[src/rtl/arith_unit_seq.sv]
// arith_unit_seq: multi-cycle sliced adder with B-operand select, accumulator
// and valid/ready handshakes on both sides.
module arith_unit_seq #(
  parameter int WIDTH = 16,
  parameter int SLICE = 4
) (
  input  logic             clk,
  input  logic             rst_n,
  input  logic             in_valid,
  output logic             in_ready,
  input  logic [WIDTH-1:0] A,
  input  logic [WIDTH-1:0] B,
  input  logic [1:0]       S,
  input  logic             C_in,
  input  logic             ACC_SEL,
  input  logic             ACC_CLR,
  output logic             out_valid,
  input  logic             out_ready,
  output logic [WIDTH-1:0] D,
  output logic             C_out,
  output logic             V,
  output logic             Z,
  output logic             N
);
  localparam int NS = WIDTH / SLICE;
  localparam int IW = NS > 1 ? $clog2(NS) : 1;
  localparam logic [1:0] ST_IDLE = 2'd0, ST_RUN = 2'd1, ST_DONE = 2'd2;
  logic [1:0]       r_state;
  logic [WIDTH-1:0] r_a, r_b, r_d, r_acc;
  logic             r_c, r_cout, r_v, r_z, r_n;
  logic [IW-1:0]    r_idx;
  logic [WIDTH-1:0] w_bsel, w_d_next;
  logic [SLICE-1:0] w_as, w_bs;
  logic [SLICE:0]   w_sum;
  logic             w_last;
  assign w_bsel = S == 2'b00 ? B : S == 2'b01 ? ~B : S == 2'b10 ? '0 : '1;
  assign w_as   = r_a[int'(r_idx)*SLICE +: SLICE];
  assign w_bs   = r_b[int'(r_idx)*SLICE +: SLICE];
  assign w_sum  = {1'b0, w_as} + {1'b0, w_bs} + {{SLICE{1'b0}}, r_c};
  assign w_last = r_idx == IW'(NS - 1);
  always_comb begin
    w_d_next = r_d;
    w_d_next[int'(r_idx)*SLICE +: SLICE] = w_sum[SLICE-1:0];
  end
  always_ff @(posedge clk or negedge rst_n) begin
    if (!rst_n) begin
      r_state <= ST_IDLE;
      r_a     <= '0;
      r_b     <= '0;
      r_d     <= '0;
      r_acc   <= '0;
      r_c     <= 1'b0;
      r_cout  <= 1'b0;
      r_v     <= 1'b0;
      r_z     <= 1'b0;
      r_n     <= 1'b0;
      r_idx   <= '0;
    end else begin
      case (r_state)
        ST_IDLE: begin
          if (in_valid) begin
            r_a     <= ACC_SEL ? r_acc : A;
            r_b     <= w_bsel;
            r_c     <= C_in;
            r_idx   <= '0;
            r_state <= ST_RUN;
          end else if (ACC_CLR) begin
            r_acc <= '0;
          end
        end
        ST_RUN: begin
          r_d   <= w_d_next;
          r_c   <= w_sum[SLICE];
          r_idx <= w_last ? '0 : r_idx + 1'b1;
          if (w_last) begin
            r_cout  <= w_sum[SLICE];
            // carry into the MSB recovered from the MSB's sum and operand bits
            r_v     <= w_sum[SLICE] ^ w_as[SLICE-1] ^ w_bs[SLICE-1] ^ w_sum[SLICE-1];
            r_z     <= ~|w_d_next;
            r_n     <= w_d_next[WIDTH-1];
            r_state <= ST_DONE;
          end
        end
        ST_DONE: begin
          if (out_ready) begin
            r_acc   <= r_d;
            r_state <= ST_IDLE;
          end
        end
        default: r_state <= ST_IDLE;
      endcase
    end
  end
  assign in_ready  = rst_n && r_state == ST_IDLE;
  assign out_valid = r_state == ST_DONE;
  assign D         = r_d;
  assign C_out     = r_cout;
  assign V         = r_v;
  assign Z         = r_z;
  assign N         = r_n;
endmodule

[config.mk]
export PLATFORM = sky130hd
export DESIGN_NAME = arith_unit_seq
export DESIGN_NICKNAME = d
export VERILOG_FILES = /design/src/rtl/arith_unit_seq.sv
export SDC_FILE = /design/constraint.sdc
export NUM_CORES = 1
export LEC_CHECK = 0
export ABC_CLOCK_PERIOD_IN_PS = 4300
export CAP_MARGIN = 20
export CORE_MARGIN = 3
export CORE_UTILIZATION = 30
export DETAILED_ROUTE_END_ITERATION = 6
export GPL_ROUTABILITY_DRIVEN = 0
export PLACE_DENSITY = 0.47
export SKIP_LAST_GASP = 1
export SYNTH_ARGS = -nofsm -noshare
export SYNTH_HDL_FRONTEND = slang
export SYNTH_SLANG_ARGS = --single-unit
export TNS_END_PERCENT = 1
[constraint.sdc]
create_clock -name clk -period 4.3 [get_ports clk]
set_input_delay 1.29 -clock clk [delete_from_list [all_inputs] [get_ports clk]]
set_output_delay 1.29 -clock clk [all_outputs]
set_load 0.02 [all_outputs]
# ---- Word level (Yosys, flattened, before mapping)
# Cells that the tools add are included.
# W data, S select, Z words.
dict set report totals {
  regBits 73
  latchBits 0
  ramBits 0
  rom_bits 0
  elab_cells 63
  mem_count 0
}
dict set report op_classes {
  n_addsub 4
  n_mul 0
  div 0
  magnitude_cmp 0
  eq_ne 10
  shifts 4
  n_mux 18
  n_bitwise 4
  n_reduce_logical 12
}
# op count
set ops {}
lappend ops {{$mux W16} 7}
lappend ops {{$neg A4 Y33} 1}
lappend ops {{$shift A4 B33 Y16 const A} 1}
lappend ops {{$shiftx A4 B33 Y16} 1}
lappend ops {{$pmux W16 S2} 1}
lappend ops {{$shiftx A16 B5 Y4} 2}
lappend ops {{$bwmux W16} 1}
lappend ops {{$not A16 Y16} 1}
lappend ops {{$reduce_or A16 Y1} 1}
lappend ops {{$mux W2} 5}
lappend ops {{$ne A2 B2 Y1 const B} 4}
lappend ops {{$eq A2 B2 Y1 const B} 3}
lappend ops {{$pmux W2 S3} 1}
lappend ops {{$reduce_and A2 Y1} 3}
lappend ops {{$add A4 B4 Y5} 1}
lappend ops {{$add A5 B1 Y5} 1}
lappend ops {{$eq A2 B1 Y1 const B} 2}
lappend ops {{$logic_not A2 Y1} 2}
lappend ops {{$pmux W2 S2} 1}
lappend ops {{$reduce_and A4 Y1} 1}
lappend ops {{$reduce_bool A2 Y1} 2}
lappend ops {{$reduce_and A3 Y1} 1}
lappend ops {{$xor A1 B1 Y1} 3}
lappend ops {{$add A2 B1 Y2 const B} 1}
lappend ops {{other kinds (5)} 5}

# ---- Logic depth before layout (Yosys ltp)
# Gate-level depths: netlist of run 1.
dict set report depth {
  ltp_word 7
  mapped_depth 11
}

# ---- Worst setup path before layout of run 1
# No wires, ideal clock.
dict set report synth_path {
  path_type {register to register}
  from {register r_idx[0]}
  to {register r_v, in the netlist V}
  setup_ns 0.129
  arrival_time_ns 3.115
  slack_ns 1.056
  path_stages_with_launch 10
  cell_sequence {dfrtp_1 buf_6 clkbuf_1 mux4_2 fa_1 and3_1 or3_1 and3b_1 o22a_1 a2111o_1}
}
dict set report synth_between {
  elab_chain_len 6
  word_cells_on_any_way 9
  cone_classes {add/sub (2); eq/ne (1); shift (2); bitwise (3); reduce/logical (1)}
}
# element line_no
set synth_lines {}
lappend synth_lines {{start, declared} 31} ;# logic [IW-1:0] r_idx;
lappend synth_lines {{start signal, assigned} 74} ;# r_idx <= w_last ? '0 : r_idx + 1'b1;
lappend synth_lines {{$shiftx A16 B5 Y4 (on tied branches)} {37, 38}}
lappend synth_lines {{$add A4 B4 Y5} 39} ;# assign w_sum = {1'b0, w_as} + {1'b0, w_bs} + {{SLICE{1'b0}}, r_c};
lappend synth_lines {{$add A5 B1 Y5} 39}
lappend synth_lines {{$xor A1 B1 Y1 (3 in a row)} 78} ;# r_v <= w_sum[SLICE] ^ w_as[SLICE-1] ^ w_bs[SLICE-1] ^ w_sum[SLICE-1];
lappend synth_lines {{end signal, assigned} 78}
lappend synth_lines {{end, declared} 30} ;# logic r_c, r_cout, r_v, r_z, r_n;
# Parallel ways exist; a longest one is shown, timed or not.
# A chain may end at the register's enable or synchronous reset.

# ---- Worst setup path in the final report of run 1
dict set report layout_path {
  from {input rst_n}
  to {output in_ready}
}
dict set report layout_between {
  elab_chain_len 1
}
# element line_no
set layout_lines {}
lappend layout_lines {{start, declared} 8} ;# input logic rst_n,
lappend layout_lines {{$logic_and A1 B1 Y1} 94} ;# assign in_ready = rst_n && r_state == ST_IDLE;
lappend layout_lines {{end, declared} 10} ;# output logic in_ready,
# Every way passes these cells.

==> metrics.md, run 1 <==
| Metric | Value |
|---|---|
| Crit path time final | 3510 ps |
| Worst Setup SP | rst_n |
| # rows | 41 |
| WP data required | 3010 ps |
| P&R area growth vs syn | 29.2% |
| Post-Synthesis Net Count | 454 |
| Critical path arrival | 2220 ps |
| Max-cap viol count | 0 |
| Number of flops mapped to enable cells by yosys | 0 |
| Slew headroom | 0.439 |
| Pin count of the biggest net entering global routing | 49 |
| Leak | 2.18 nW |
| Clock Latency Late Sink | 340 ps |
| Routed Antenna Nets | 0 |
| Hold-fix buffers at CTS | 0 |
| Placed Area | 0.00468 sq mm |
| Syn avg cell area | 9.70 sq um |
| Yosys top cell by area | dfrtp_1 |
| Vias in the first global route | 3,053 |
| NumNets Final | 508 |
| Worst Setup EP | in_ready |
| Reg2Reg Setup Slack | 840 ps |
| Reg2reg end | Z |
| Design area | 0.00504 sq mm |
| Core area | 0.0127 sq mm |
| Yosys cell types | 51 |
| WL final | 10,000 microns |
| DRC violations left | 0 |
| Drt wl/cell | 15.8 microns |
| Final HPWL from detailed placement | 7470 microns |
| Hold path depth | 2 |
| FFs w/ async S/R, synth | 1.00 |
| Pre-CTS WS | 781 ps |
| CTS root buf | clkbuf_16 |
| Crit path launch type | input pin |
| Die W | 120 microns |
| Clk_skew | 11.6 ps |
| Top post-synthesis cells by area | dfrtp_1 (47%), nand2_1 (5.6%), a21oi_1 (4.6%) |
| Slew of the pin with the lowest slew margin | 839 ps |
| Fraction of layout cells with a size suffix above 1 | 0.0803 |
| Cell Area, Synth | 0.00390 sq mm |
| Peak supply drop | 0.000297 V |
| FMAX | 0.285 GHz |
| Num ports | 63 |
| CTS resizes | 0 |
| TritonCTS Sinks | 73 |
| PwrDens | 810 mW/mm^2 |
| Reg area | 0.00183 sq mm |
| Finish-stage setup viols | 0 |
| Outcome | complete, no violations |
| Avg Vias per Cell | 4.77 |
| Die ar. | 0.0144 sq mm |
| Dpl cells | 617 |
| Layout fillers | 1,295 |
| WS Path Type | in2out |
| Syn. warnings | 0 |
| Area occupied by multi-input gates | 0.00193 sq mm |
| Synth Instances | 402 |
| Area share of the largest cell type after synthesis | 0.468 |
| Tot GR Track Use | 0.147 |
| Num CTS Buffers | 9 |
| Final Hold Viols | 0 |
| Setup crit end kind | primary output |
| Final Max Slew Viols | 0 |
| Clock buffer depth | 2 |
| Crit-path max FO | 2 |
| DR vias | 3,019 |
| First-pass GRT wire length | 16,500 microns |
| Port bufs | 62 |
| Starting Density | 0.308 |
| Initial antenna violation count | 0 |
| Hold WS | 464 ps |
| Finished Layout Cells | 633 |
| CTS tree | yes |
| FF-to-FF path depth | 8 |
| GRT overflow | 0 |
| H-Tree Level Count | 3 |
| Register area share after synthesis | 0.468 |
| Initial DRT Pass Iterations | 4 |
| Post CTS Setup Buffer Count | 0 |
| Diodes inserted | 0 |
| Dominant synthesized flop cell | dfrtp_1 |
| Initial DRC Count | 197 |
| Chip Height | 120 microns |
| Clk slew on worst S/H paths | 60 ps |
| Hold/Removal Path Class | reg2reg |
| RSZ-0062 raised after global routing | false |
| Post-route setup TNS | 0 ps |
| Post-route clock period utilization | 0.816 |
| Synth Register Bits | 73 |
| Design Power | 4.08 mW |
| Setup slack after layout | 789 ps |
| Reg2reg start | r_idx[0] |
| Util after Layout | 0.398 |
==> where the power goes <==
group	total (mW)	leakage (nW)	internal [mW]	switching, mW
Combinational	2.02	1.09	0.851	1.17
Clock	0.891	0.169	0.585	0.306
Sequential	1.17	0.915	0.939	0.226
==> critical path, cell delays in order <==
cell and delay (ps):
buf_2 110, nor3b_1 190, clkdlybuf4s50_1 640
==> cells by family (layout without fill, tap and decap cells) <==
logic type      count (synthesis)  after routing  synth area share
flops                          73             73             0.468
compound gates                 80             80             0.132
fa+ha+maj                      11             11            0.0391
simple gates                  159            159             0.189
mux                            26             26            0.0959
xor+xnor                       17             17            0.0382
buf+inv                        36             95            0.0372
==> Yosys cell counts, drive strengths merged (2+ instances only) <==
library cell  instances
or3                   2
o21bai                2
mux2                  2
a22o                  4
nor2b                25
clkbuf               20
nand3b                2
nor3b                 3
o31ai                 3
a31oi                 2
mux2i                16
nand2                58
buf                   7
xnor2                16
o41ai                 2
inv                   9
a21o                  2
o21ai                15
fa                    2
a41oi                 2
dfrtp                73
nor2                 43
mux4                  8
a21oi                36
o22ai                 2
nor4                  3
ha                    9
nand3                16
==> area by class of cell <==
class / instances / share of cell area
Inverter: 9 / 0.00670
Tap cell: 172 / 0.0427
Timing Repair Buffer: 70 / 0.134
Sequential cell: 73 / 0.363
Clock buffer: 10 / 0.0474
Clock inverter: 6 / 0.0228
Multi-Input combinational cell: 293 / 0.384
==> cell usage in the layout, fill, tap and decap left out, types with 3 or more instances in the layout <==
cell and count:
a21oi_1 36, a22o_1 4, buf_4 8, bufinv_16 3, clkbuf_16 9, clkdlybuf4s50_1 61, dfrtp_1 73, ha_1 9
inv_1 9, mux2i_1 16, mux4_1 3, mux4_2 5, nand2_1 58, nand3_1 16, nor2_1 43, nor2b_1 25
nor4_1 3, o21ai_0 14, o31ai_1 3, xnor2_1 16
==> how the worst min path moves through the flow <==
stage | slack (ps) | startpoint | to
2_1_floorplan | 440 | r_acc[0] | r_acc[0]
3_3_place_gp | 450 | r_acc[8] | r_acc[8]
3_5_place_dp | 460 | r_acc[2] | r_acc[2]
4_1_cts | 470 | r_acc[2] | r_acc[2]
5_1_grt | 500 | r_acc[6] | r_acc[6]
6_report | 460 | r_acc[2] | r_acc[2]
==> metal layers <==
layer / share of wire / vias up / track usage
met5: 0 / - / 0
met4: 0.020 / 0 / 0.0530
met3: 0.041 / 16 / 0.0273
met2: 0.45 / 51 / 0.222
met1: 0.49 / 1451 / 0.210
li1: - / 1501 / -
==> state kept, by name (all words and copies together), names as in the netlist <==
name and cells:
C_out 1, r_c 1, r_a 16, r_state 2, V 1, Z 1
r_idx 2, N 1, D 16, r_acc 16, r_b 16
No activity file was read; power rests on OpenSTA's default activity.
==> inputs of run 2 (changes only) <==
Settings changed: ABC_CLOCK_PERIOD_IN_PS 4300 to 2850, PLACE_DENSITY 0.47 to 0.49.
Clock period 4.3 ns to 2.85 ns, I/O delays scaled along.
==> run 2 against run 1 <==
Largest cell class unchanged. Clock skew down 3.3 ps. Via count rose by 3.3%. Highest routed layer unchanged. Global-route usage is 0.30 points higher.
==> metrics.md, run 2 (synthesis gave the netlist of run 1 again) <==
| Metric | Value |
|---|---|
| P&R area growth vs syn | 31.9% |
| CTS root buf | clkbuf_16 |
| Avg Vias per Cell | 4.85 (+1.7%) |
| Slew of the pin with the lowest slew margin | 942 ps (+103 ps) |
| Die ar. | 0.0144 sq mm (unchanged) |
| Vias in the first global route | 3,153 (+3.3%) |
| Peak supply drop | 0.000497 V (+67%) |
| Die W | 120 microns (unchanged) |
| Layout fillers | 1,243 (-4.0%) |
| Clock buffer depth | 2 (unchanged) |
| Outcome | complete, no violations |
| Max-cap viol count | 0 (unchanged) |
| CP cell instances | buf_4 -> mux4_1 -> ha_1 -> and3_4 -> or3_4 -> nand2_1 -> nor4_1 -> a2111o_1 |
| Slew headroom | 0.372 (-0.0668) |
| CTS tree | yes |
| Setup crit end kind | flop |
| # rows | 41 (unchanged) |
| Initial DRC Count | 219 (+11%) |
| WL final | 10,400 microns (+3.6%) |
| Num ports | 63 (unchanged) |
| Slowest stage cell on the critical path | mux4_1 |
| Int Power | 3.86 mW (+63%) |
| Leak | 2.23 nW (+2.3%) |
| Power share of the clock group | 0.197 (-0.021) |
| Hold/Removal Path Class | reg2reg |
| Post CTS Setup Buffer Count | 0 (unchanged) |
| Hold WS | 468 ps (+3.93 ps) |
| Initial DRT Pass Iterations | 4 (unchanged) |
| Clk_skew | 8.29 ps (-3.28 ps) |
| Crit path launch type | flop |
| Post-route clock period utilization | 0.975 |
| Diodes inserted | 0 (unchanged) |
| Reg power frac | 0.269 (-0.017) |
| PwrDens | 1270 mW/mm^2 (+57%) |
| Most common cell after layout, fill and taps aside | dfrtp_1 |
| Critical path arrival | 2980 ps (+760 ps) |
| Design Power | 6.56 mW (+61%) |
| Design area | 0.00514 sq mm (+2.1%) |
| Slowest stage delay, CP | 580 ps (-60 ps) |
| GRT overflow | 0 (unchanged) |
| WS Path Type | reg2reg |
| Pre-CTS WS | 24.6 ps (-756 ps) |
| Crit-path max FO | 6 (+4) |
| Logic pwr share | 0.533 (+0.037) |
| Pin count of the biggest net entering global routing | 74 (+51%) |
| Crit path time final | 2780 ps |
| Clk slew on worst S/H paths | 60 ps (about the same) |
| DR vias | 3,120 (+3.3%) |
| TritonCTS Sinks | 73 (unchanged) |
| Final Max Slew Viols | 0 (unchanged) |
| RSZ-0062 raised after global routing | true |
| Finish-stage setup viols | 0 (unchanged) |
| Setup slack after layout | 72.2 ps (-717 ps) |
| Post-route setup TNS | 0 ps (unchanged) |
| Switching portion of total power | 0.411 (-0.00720) |
| Most frequent cells in the layout | dfrtp_1 (72), clkdlybuf4s50_1 (61), nand2_1 (58) |
| Final Hold Viols | 0 (unchanged) |
| DRC violations left | 0 (unchanged) |
| Initial antenna violation count | 0 (unchanged) |
| Num CTS Buffers | 9 (unchanged) |
| H-Tree Level Count | 3 (unchanged) |
| Routed Antenna Nets | 0 (unchanged) |
| FMAX | 0.360 GHz |
| NumNets Final | 519 (+2.2%) |
| First-pass GRT wire length | 16,900 microns (+2.3%) |
| Placed Area | 0.00480 sq mm (+2.4%) |
| Chip Height | 120 microns (unchanged) |
| Drt wl/cell | 16.1 microns (+2.0%) |
| WP data required | 3050 ps (+40 ps) |
| Port bufs | 62 (unchanged) |
| Clock Latency Late Sink | 330 ps (about the same) |
| Core area | 0.0127 sq mm (unchanged) |
| Fraction of layout cells with a size suffix above 1 | 0.110 (+0.0301) |
| Tot GR Track Use | 0.150 (+0.00298) |
| Final HPWL from detailed placement | 7730 microns (+3.5%) |
| Starting Density | 0.308 (unchanged) |
| Net Switching | 2.69 mW (+58%) |
==> run 2: changes by cell type in the layout (fill, tap and decap cells not counted), sizes merged <==
cell,change
clkinvlp,-1
clkinv,-1
inv,+1
buf,+11
==> run 2: stage by stage <==
step	std cells	util
5_1_grt	643	0.406
3_3_place_gp	628	0.379
4_1_cts	643	0.405
6_report	643	0.406
2_1_floorplan	402	-
3_5_place_dp	628	0.379
==> run 2: repair_timing <==
item	in CTS	in global routing
hold buffers	0	0
setup endpoints to repair	0	6
gates resized for setup	0	5
==> run 2: metal layers <==
metal | GRT usage | up-vias | routed length, microns
met2 | 0.213 | 75 | 4520
met5 | 0 | - | 0
met1 | 0.227 | 1507 | 5190
li1 | - | 1521 | -
met3 | 0.0273 | 17 | 448
met4 | 0.0523 | 0 | 209
==> run 2: cell type report <==
| cell class | instances | area, sq um | share of cell area |
|---|---|---|---|
| tap | 172 | 215 | 0.0418 |
| multi-input combinational | 293 | 1960 | 0.382 |
| sequential | 73 | 1830 | 0.355 |
| clock buffer | 10 | 229 | 0.0445 |
| inverter | 9 | 33.8 | 0.00657 |
| clock inverter | 5 | 104 | 0.0202 |
| timing repair buffer | 81 | 771 | 0.150 |
==> run 2: final timing paths <==
path | start | endpoint | slack (ps) | cells past startpoint
max | r_idx[0] | V | 70 | 8
min in group asynchronous | rst_n | D[12] | 790 | 2
min reg2reg | r_acc[2] | r_acc[2] | 470 | 2
max in group asynchronous | rst_n | r_idx[0] | 1380 | 2
max reg2reg | r_idx[0] | V | 70 | 8
min | r_acc[2] | r_acc[2] | 470 | 2
==> run 2: worst max-delay path: cells and delay by family, from the launching register on <==
kind / cells / cell delay, ps
simple gates: 4 / 820
mux: 1 / 580
flops: 1 / 410
compound gates: 1 / 380
fa+ha+maj: 1 / 320
buf+inv: 1 / 150
==> run 2: power by group through the flow <==
stage                     clock network [mW]  registers [mW]  logic, mW
after floorplan                            0            1.74       2.22
after global placement                     0            1.79       3.41
after detailed placement                   0            1.79       3.45
after CTS                               1.32            1.77       3.46
after global routing                    1.35            1.82       3.85
final                                   1.29            1.77       3.50
==> inputs of run 3 (changes only) <==
Settings changed: PLACE_DENSITY 0.49 to unset.
==> run 3 against run 2 <==
Sequential cell count did not move. Sequential share of layout area fell by 0.28 points. Maximum frequency rose by 1.6%. Sequential power barely moved. Combinational power rose by 2%. Setup slack improved by 43 ps. Total power rose by 1.5%. Die area did not move. Clock skew fell by 1.7 ps. Core utilization rose by 0.36 points. Non-clock buffer count rose by 2. Clock-buffer cell count did not move.
==> metrics.md, run 3 (synthesis gave the netlist of run 1 again) <==
| Metric | Value |
|---|---|
| Peak supply drop | 0.000593 V (+19%) |
| Hold path depth | 2 (unchanged) |
| Dpl cells | 629 (+0.16%) |
| TritonCTS Sinks | 73 (unchanged) |
| Layout fillers | 1,267 (+1.9%) |
| Clk_skew | 6.55 ps (-1.74 ps) |
| Reg2Reg Setup Slack | 120 ps (+40 ps) |
| Placed Area | 0.00481 sq mm (+0.16%) |
| Met2 WL | 4660 microns (+3.0%) |
| Final HPWL from detailed placement | 7670 microns (-0.78%) |
| CTS root buf | clkbuf_16 |
| # rows | 41 (unchanged) |
| FMAX | 0.366 GHz (+1.6%) |
| Finished Layout Cells | 646 (+0.47%) |
| H-Tree Level Count | 3 (unchanged) |
| Post-route clock period utilization | 0.960 (-0.0150) |
| Net Switching | 2.71 mW (+0.66%) |
| Most common cell after layout, fill and taps aside | dfrtp_1 |
| Area occupied by multi-input gates | 0.00197 sq mm (+0.38%) |
| Most frequent cells in the layout | dfrtp_1 (71), clkdlybuf4s50_1 (61), nand2_1 (57) |
| Crit path launch type | flop |
| Routed Antenna Nets | 0 (unchanged) |
| Critical path arrival | 2950 ps (-30 ps) |
| CTS tree | yes |
| Die W | 120 microns (unchanged) |
| Met1 wire length | 4730 microns (-8.7%) |
| Initial DRT Pass Iterations | 4 (unchanged) |
| Port bufs | 62 (unchanged) |
| Switching portion of total power | 0.407 (-0.00360) |
| Pin count of the biggest net entering global routing | 74 (unchanged) |
| Met3 wire length | 590 microns (+32%) |
| PwrDens | 1280 mW/mm^2 (+0.67%) |
| Finish-stage setup viols | 0 (unchanged) |
| Tot GR Track Use | 0.149 (-0.00113) |
| Pre-CTS WS | 28.9 ps (+4.26 ps) |
| Num CTS Buffers | 9 (unchanged) |
| Core area | 0.0127 sq mm (unchanged) |
| Drt wl/cell | 15.8 microns (-2.2%) |
| WL final | 10,200 microns (-1.8%) |
| P&R area growth vs syn | 33.0% |
| Leak | 2.24 nW (+0.67%) |
| Starting Density | 0.308 (unchanged) |
| Die ar. | 0.0144 sq mm (unchanged) |
| Num ports | 63 (unchanged) |
| Hold-fix buffers at CTS | 0 (unchanged) |
| DR vias | 3,164 (+1.4%) |
| Clk slew on worst S/H paths | 60 ps (about the same) |
| Crit-path max FO | 6 (unchanged) |
| Max-cap viol count | 0 (unchanged) |
| Avg Vias per Cell | 4.90 (+0.94%) |
| Design Power | 6.66 mW (+1.5%) |
| Hold/Removal Path Class | reg2reg |
| GRT overflow | 0 (unchanged) |
| FF-to-FF path depth | 8 (unchanged) |
| Outcome | complete, no violations |
| First-pass GRT wire length | 16,700 microns (-0.94%) |
| Int Power | 3.95 mW (+2.2%) |
| Util after Layout | 0.409 (+0.00355) |
| Initial antenna violation count | 0 (unchanged) |
| Final Hold Viols | 0 (unchanged) |
| Setup crit end kind | flop |
| Slew of the pin with the lowest slew margin | 897 ps (-45.3 ps) |
| Logic pwr share | 0.535 (+0.002) |
| Setup slack after layout | 115 ps (+42.8 ps) |
| Reg area | 0.00183 sq mm (about the same) |
| Vias in the first global route | 3,162 (+0.29%) |
| Chip Height | 120 microns (unchanged) |
| Clock Latency Late Sink | 340 ps (about the same) |
| Diodes inserted | 0 (unchanged) |
| Final Max Slew Viols | 0 (unchanged) |
| Power share of the clock group | 0.201 (+0.004) |
| Initial DRC Count | 193 (-12%) |
| DRC violations left | 0 (unchanged) |
| Design area | 0.00519 sq mm (+0.88%) |
| Fraction of layout cells with a size suffix above 1 | 0.124 (+0.0141) |
| Crit path time final | 2730 ps (-42.8 ps) |
| NumNets Final | 521 (+0.39%) |
| WS Path Type | reg2reg |
| Slew headroom | 0.402 (+0.0302) |
| RSZ-0062 raised after global routing | true |
| Max Used Layer | met4 |
| WP data required | 3070 ps (+20 ps) |
| Clock buffer depth | 2 (unchanged) |
| Reg power frac | 0.264 (-0.005) |
run 3: changes by cell type in the layout (fill, tap and decap cells not counted), sizes merged:
cell / delta
buf: +2
clkinv: +1
inv: -1
clkinvlp: +1
run 3: layer usage:
| metal | up-vias | track usage |
|---|---|---|
| li1 | 1521 | - |
| met1 | 1528 | 0.213 |
| met2 | 100 | 0.221 |
| met3 | 15 | 0.0339 |
| met4 | 0 | 0.0501 |
| met5 | - | 0 |
run 3: layout make-up:
class | instances | share of cell area
flip-flops and latches | 73 | 0.353
clock inverters | 6 | 0.0222
multi-input cells | 293 | 0.380
repair buffers | 83 | 0.151
clock buffers | 10 | 0.0461
inverters | 9 | 0.00651
well taps | 172 | 0.0415
run 3: critical path: stages (launching register included):
cell and delay (ps):
dfrtp_2 430, buf_4 150, mux4_2 520, ha_1 350
a21o_1 180, or3_4 380, and3b_1 180, o22a_1 150
a2111o_1 270
run 3: path summary, 6_finish.rpt:
| check | endpoint | start |
|---|---|---|
| min in group asynchronous | r_b[2] | rst_n |
| setup / recovery | V | r_idx[0] |
| hold reg to reg | r_acc[14] | r_acc[14] |
| hold / removal | r_acc[14] | r_acc[14] |
| setup reg to reg | V | r_idx[0] |
| max in group asynchronous | r_idx[1] | rst_n |
run 3: what timing repair did:
action / in CTS / in global routing
endpoints found under the setup margin: 0 / 6
resized for setup: 0 / 8
setup buffers: 0 / 1
run 3: power by group through the flow:
stage | sequential [mW] | clock, mW | combinational [mW]
after floorplan | 1.74 | 0 | 2.22
after global placement | 1.78 | 0 | 3.37
after detailed placement | 1.78 | 0 | 3.44
after CTS | 1.76 | 1.35 | 3.46
after global routing | 1.82 | 1.41 | 3.91
final | 1.76 | 1.34 | 3.56
run 3: through the flow:
step,hold WS [ps],TNS [ps]
floorplan,438,-50.9
global placement,451,0
detailed placement,461,0
CTS,472,0
global route,503,-1.34
finish,476,0
==> RTL change 1, RTL diff (settings of run 3) <==
`WIDTH`: 16 -> 8.
--- a/src/rtl/arith_unit_seq.sv
+++ b/src/rtl/arith_unit_seq.sv
@@ -1,7 +1,7 @@
 // arith_unit_seq: multi-cycle sliced adder with B-operand select, accumulator
 // and valid/ready handshakes on both sides.
 module arith_unit_seq #(
-  parameter int WIDTH = 16,
+  parameter int WIDTH = 8,
   parameter int SLICE = 4
 ) (
   input  logic             clk,
Interface: changed (resized A, B and D); port bits go from 63 to 39. The function was not compared with the original's and may differ.
==> RTL change 1 against run 3 <==
- cell count decreased by 51%
- largest power group unchanged
- critical endpoint is now in_ready
- worst setup slack lost 0.013 ns
- sequential cell count down 33
- area after synthesis decreased by 49%
- via count fell by 53%
- clock power fell by 71%
- critical path depth fell by 4
- total power shrank 51%
- combinational power shrank 50%
- routed wire length fell by 56%
- synthesized cell count shrank 50%
- register-to-register slack gained 0.13 ns
- final area is 50% lower
- utilization down 0.91 points
==> RTL change 1: results (changes against run 3) <==
Run status
  • Outcome: finished clean

CTS
  • Clk buf depth: 2 (unchanged)
  • Latest clock arrival within the worst-skew pair: 0.28 ns (-0.06 ns)
  • Clk root buf: clkbuf_8
  • TritonCTS Buffers: 5 (-4)
  • Worst-path clk slew: 0.08 ns (+0.02 ns)
  • H-tree depth: 2 (-1)

Worst setup path
  • CP max stage delay: 0.61 ns (+0.09 ns)
  • Critical-path top delay cell: clkdlybuf4s50_1
  • Reg2reg start: r_idx$_DFFE_PN0P_
  • R2R Setup Slk: 0.25 ns (+0.13 ns)
  • R2R depth: 9 (+1)
  • CP Data Arrival Time: 1.89 ns (-1.06 ns)
  • Crit Path Max Fanout: 2 (-4)

Worst hold path
  • Hold Path Sink: r_acc[0]$_DFFE_PN0P_
  • Worst Hold Launch: r_acc[0]$_DFFE_PN0P_
  • Hold Crit Depth: 2 (unchanged)
  • Hold crit path type: flip-flop to flip-flop

STA
  • Clock skew: 0.006058 ns (-0.0004893 ns)
  • Worst hold slack: 0.4712 ns (-0.004862 ns)
  • Post-layout minimum cycle time: 2.748 ns (+0.01325 ns)
  • Least-Margin Pin Slew: 0.5195 ns (-0.3776 ns)

Global route
  • Global-route wire length before repair: 7514 um (-55%)
  • Total GRT Usage: 0.1250 (-0.02367)
  • Largest net degree at the start of global routing: 41 (-45%)
  • Vias in the first global route: 1530 (-52%)

Route
  • Initial drt markers: 58 (-70%)
  • Total routed wirelength: 4436 um (-56%)
  • Vias/cell: 4.714 (-3.7%)

Logic synthesis
  • Post-synth ARST share: 1.000 (unchanged)
  • Mapped Cells: 199 (-50%)
  • Seq/Total Area, Yosys: 0.4994 (+0.03098)
  • Post-synth top cells: 40 x dfrtp_1, 29 x nand2_1, 20 x nor2_1, 19 x a21oi_1, 11 x xnor2_1
  • Syn nets: 229 (-50%)
  • Unique masters post-synth: 29 (-43%)
  • Largest cells by area after synthesis: dfrtp_1 50%, nand2_1 5.4%, mux2i_1 5.0%, xnor2_1 4.8%, a21oi_1 4.7%

Placed design
  • Placed inst area: 2476 um2 (-48%)
  • Detailed Place HPWL: 3339 um (-56%)
  • # port buffers: 38 (-39%)
  • Setup WS pre-CTS: 0.09879 ns (+0.06991 ns)
  • Placed Cells: 307 (-51%)

Finish
  • Share of layout cells above drive strength 1: 0.09664 (-0.02783)
  • Layout Cells excl Fill: 315 (-51%)
  • Post-layout nets: 267 (-49%)

Pwr
  • Leak Pwr: 0.001118 uW (-50%)
  • VDD IR max: 0.9240 mV (+56%)
[RTL change 1: layer usage]
metal / wire, um / vias up / track usage
li1: - / 738 / -
met1: 2199 / 710 / 0.1772
met2: 2025 / 33 / 0.1918
met3: 182 / 4 / 0.03575
met4: 28 / 0 / 0.02371
met5: 0 / - / 0
[RTL change 1: cells by family after synthesis]
group	count (synthesis)	synth area share
flip-flops	40	0.4994
XOR/XNOR	13	0.06617
adder cells (fa/ha/maj)	5	0.03870
AND/OR/NAND/NOR	75	0.1742
multiplexers	19	0.1024
AO/OA/AOI/OAI	33	0.08926
buffers and inverters	14	0.02996
[RTL change 1: how the worst max path moves through the flow]
stage	startpoint	to	depth (start not counted)
final	rst_n	in_ready	4
after global placement	rst_n	in_ready	4
after CTS	rst_n	in_ready	4
after detailed placement	rst_n	in_ready	4
after global routing	rst_n	in_ready	4
after floorplan	r_idx$_DFFE_PN0P_	V$_DFFE_PN0P_	10
[RTL change 1: area by class of cell]
class / instances / area (um2)
Clock buffer: 7 / 86.33
Clock inverter: 1 / 7.507
Fill cell: 622 / 3851
Inverter: 3 / 11.26
Multi-Input combinational cell: 145 / 949.7
Sequential cell: 40 / 1002
Tap cell: 77 / 96.34
Timing Repair Buffer: 42 / 417.9
[RTL change 1: report_power, final]
part | leakage (uW) | internal (uW) | switching [uW]
clock | 0.0000445 | 197 | 196
sequential | 0.000488 | 833 | 216
combinational | 0.000585 | 882 | 910
[RTL change 1: worst max-delay path, delay by kind of cell]
kind	cells	cell delay, ns
buf+inv	3	0.86
simple gates	1	0.18
==> RTL change 2, RTL diff (settings of run 3) <==
Made on the original files. Make the reset (`rst_n`) synchronous in one clocked block.
--- a/src/rtl/arith_unit_seq.sv
+++ b/src/rtl/arith_unit_seq.sv
@@ -42,7 +42,7 @@
     w_d_next = r_d;
     w_d_next[int'(r_idx)*SLICE +: SLICE] = w_sum[SLICE-1:0];
   end
-  always_ff @(posedge clk or negedge rst_n) begin
+  always_ff @(posedge clk) begin
     if (!rst_n) begin
       r_state <= ST_IDLE;
       r_a     <= '0;
Formal check against the unedited RTL: differs if rst_n is asserted again (counterexample within 4 cycles, from zero or initial values and one cycle with rst_n low); with rst_n held inactive, the same outputs for 4 cycles.
==> RTL change 2 against run 3 <==
- worst setup slack better by 0.092 ns
- critical path type is now primary input to output port
- utilization is 0.88 points lower
- final area decreased by 6.1%
- sequential cell count unchanged
- area after synthesis is 3.4% lower
- cell count down 2.3%
- routed wire length shrank 2.4%
- hold slack lost 0.0028 ns
Power is not compared: it rests on default switching activity, and its combinational part moved more than twofold at a synthesized area within 25%.
==> RTL change 2: results (changes against run 3) <==
Logic synthesis
  • Syn Area/Cell: 9.415 um2 (-2.9%)
  • Largest cells by area after synthesis: dfxtp_1 39%, o211a_1 8.5%, nor2b_1 6.1%, nand2_1 5.6%, mux4_2 4.8%
  • Unique masters post-synth: 41 (-20%)
  • Compound-Gate Fraction of Synth Area: 0.1894 (+0.05751)
  • Post-synthesis mux area share: 0.09601 (about the same)
  • Post-Synth XOR/XNOR Area: 0.04186 (+0.003683)
  • Post-synth ARST share: 0 (-1.000)
  • Adder-cell area share of the yosys netlist: 0.04053 (+0.001391)
  • Syn nets: 452 (-0.44%)
  • Seq/Total Area, Yosys: 0.3880 (-0.08036)
  • Post-synth top cells: 73 x dfxtp_1, 56 x nand2_1, 37 x nor2b_1, 32 x o211a_1, 20 x nand3_1

Finish
  • Comb_multi_in: 292 (-0.34%)
  • Share of layout cells above drive strength 1: 0.09287 (-0.03160)
  • Layout filler cell count: 1217 (-3.9%)
  • Non-Clock Buffer Count: 75 (-9.6%)
  • Logic inverters: 7 (-2)
  • Clkbuf count: 10 (unchanged)
  • Post-layout nets: 510 (-2.1%)
  • Fraction of area in registers: 0.3001 (-0.05241)
  • Fraction of area in non-clock buffers: 0.1463 (-0.005093)
  • ClkCell Share: 0.06110 (-0.007138)
  • Fraction of area in multi-input gates: 0.4439 (+0.06411)

Global route
  • Total GRT Usage: 0.1482 (-0.0004047)
  • Vias in the first global route: 3204 (+1.3%)
  • Global-route wire length before repair: 16600 um (-0.62%)
  • Global-route met2 utilization: 0.2332 (+0.01192)
  • Largest net degree at the start of global routing: 77 (+4.1%)
  • Met3 Usage GRT: 0.03268 (-0.001254)
  • Met1 Usage GRT: 0.1999 (-0.01331)

CTS
  • CTS sink cnt: 73 (unchanged)
  • H-tree depth: 3 (unchanged)
  • Latest clock arrival within the worst-skew pair: 0.34 ns (about the same)

STA
  • Relative slew slack: 0.5381 (+0.1362)
  • Clock skew: 0.01014 ns (+0.003593 ns)

Route
  • Wirelength per Cell: 15.75 um (about the same)
  • Vias/cell: 4.976 (+1.6%)
  • Total routed wirelength: 9937 um (-2.4%)
  • Initial drt markers: 213 (+10%)
  • DRT Pass-1 Iters: 5 (+1)

Worst hold path
  • Worst Hold Launch: r_acc[10]$_SDFFE_PN0P_
  • Hold Path Sink: r_acc[10]$_SDFFE_PN0P_

Worst setup path
  • Reg2reg start: r_idx[0]$_SDFFE_PN0P_
  • R2R Setup Slk: 0.23 ns (+0.11 ns)
  • CP Data Arrival Time: 1.79 ns (-1.16 ns)
  • CP startpoint: rst_n
  • R2R depth: 9 (+1)
  • Crit Path Max Fanout: 2 (-4)
  • Worst flop-to-flop path endpoint: V$_SDFFE_PN0P_

Run status
  • Outcome: finished clean

Placed design
  • Placed Cells: 615 (-2.2%)
  • # port buffers: 62 (unchanged)
  • Detailed Place HPWL: 7487 um (-2.4%)

Pwr
  • VDD IR max: 0.2857 mV
RTL change 2: cell types whose count changed after synthesis, sizes merged, moves of 4 or more:
| cell | before | now |
|---|---|---|
| dfrtp | 73 | 0 |
| o211a | 0 | 32 |
| a22oi | 1 | 16 |
| nor2 | 43 | 10 |
| o21ai | 15 | 2 |
| a21boi | 1 | 18 |
| nand3 | 16 | 20 |
| nor2b | 25 | 37 |
| nor3 | 0 | 8 |
| a21oi | 36 | 6 |
| dfxtp | 0 | 73 |
RTL change 2: worst max-delay path, cell delays in order:
cell,delay (ns)
buf_2,0.09
nor3b_1,0.20
clkdlybuf4s50_1,0.64
RTL change 2: through the flow:
stage / instance area [um2] / setup WS [ns] / hold WS [ns] / power, uW
final: 4873 / 0.2074 / 0.4732 / 2672
after global routing: 4873 / 0.07102 / 0.5050 / 2800
after CTS: 4868 / 0.1139 / 0.4780 / 2699
after detailed placement: 4571 / 0.1311 / 0.4699 / 1561
after global placement: 4571 / 0.2331 / 0.4617 / 1555
after floorplan: 3766 / 0.02353 / 0.4406 / 1402
RTL change 2: worst max path at each step:
stage / cells after the start / end
floorplan: 10 / V$_SDFFE_PN0P_
global placement: 3 / in_ready
detailed placement: 9 / D[3]$_SDFFE_PN0P_
CTS: 9 / D[3]$_SDFFE_PN0P_
global route: 9 / D[3]$_SDFFE_PN0P_
finish: 3 / in_ready
RTL change 2: metal layers:
layer	vias to the layer above	share of wire	routed length, um
li1	1534	-	-
met1	1506	0.47	4717
met2	88	0.46	4541
met3	12	0.053	525
met4	0	0.015	151
met5	-	0	0
RTL change 2: power breakdown:
group	internal (uW)	switching (uW)	total [uW]
Combinational	215	221	436
Sequential	1070	36.6	1110
Clock	681	449	1130
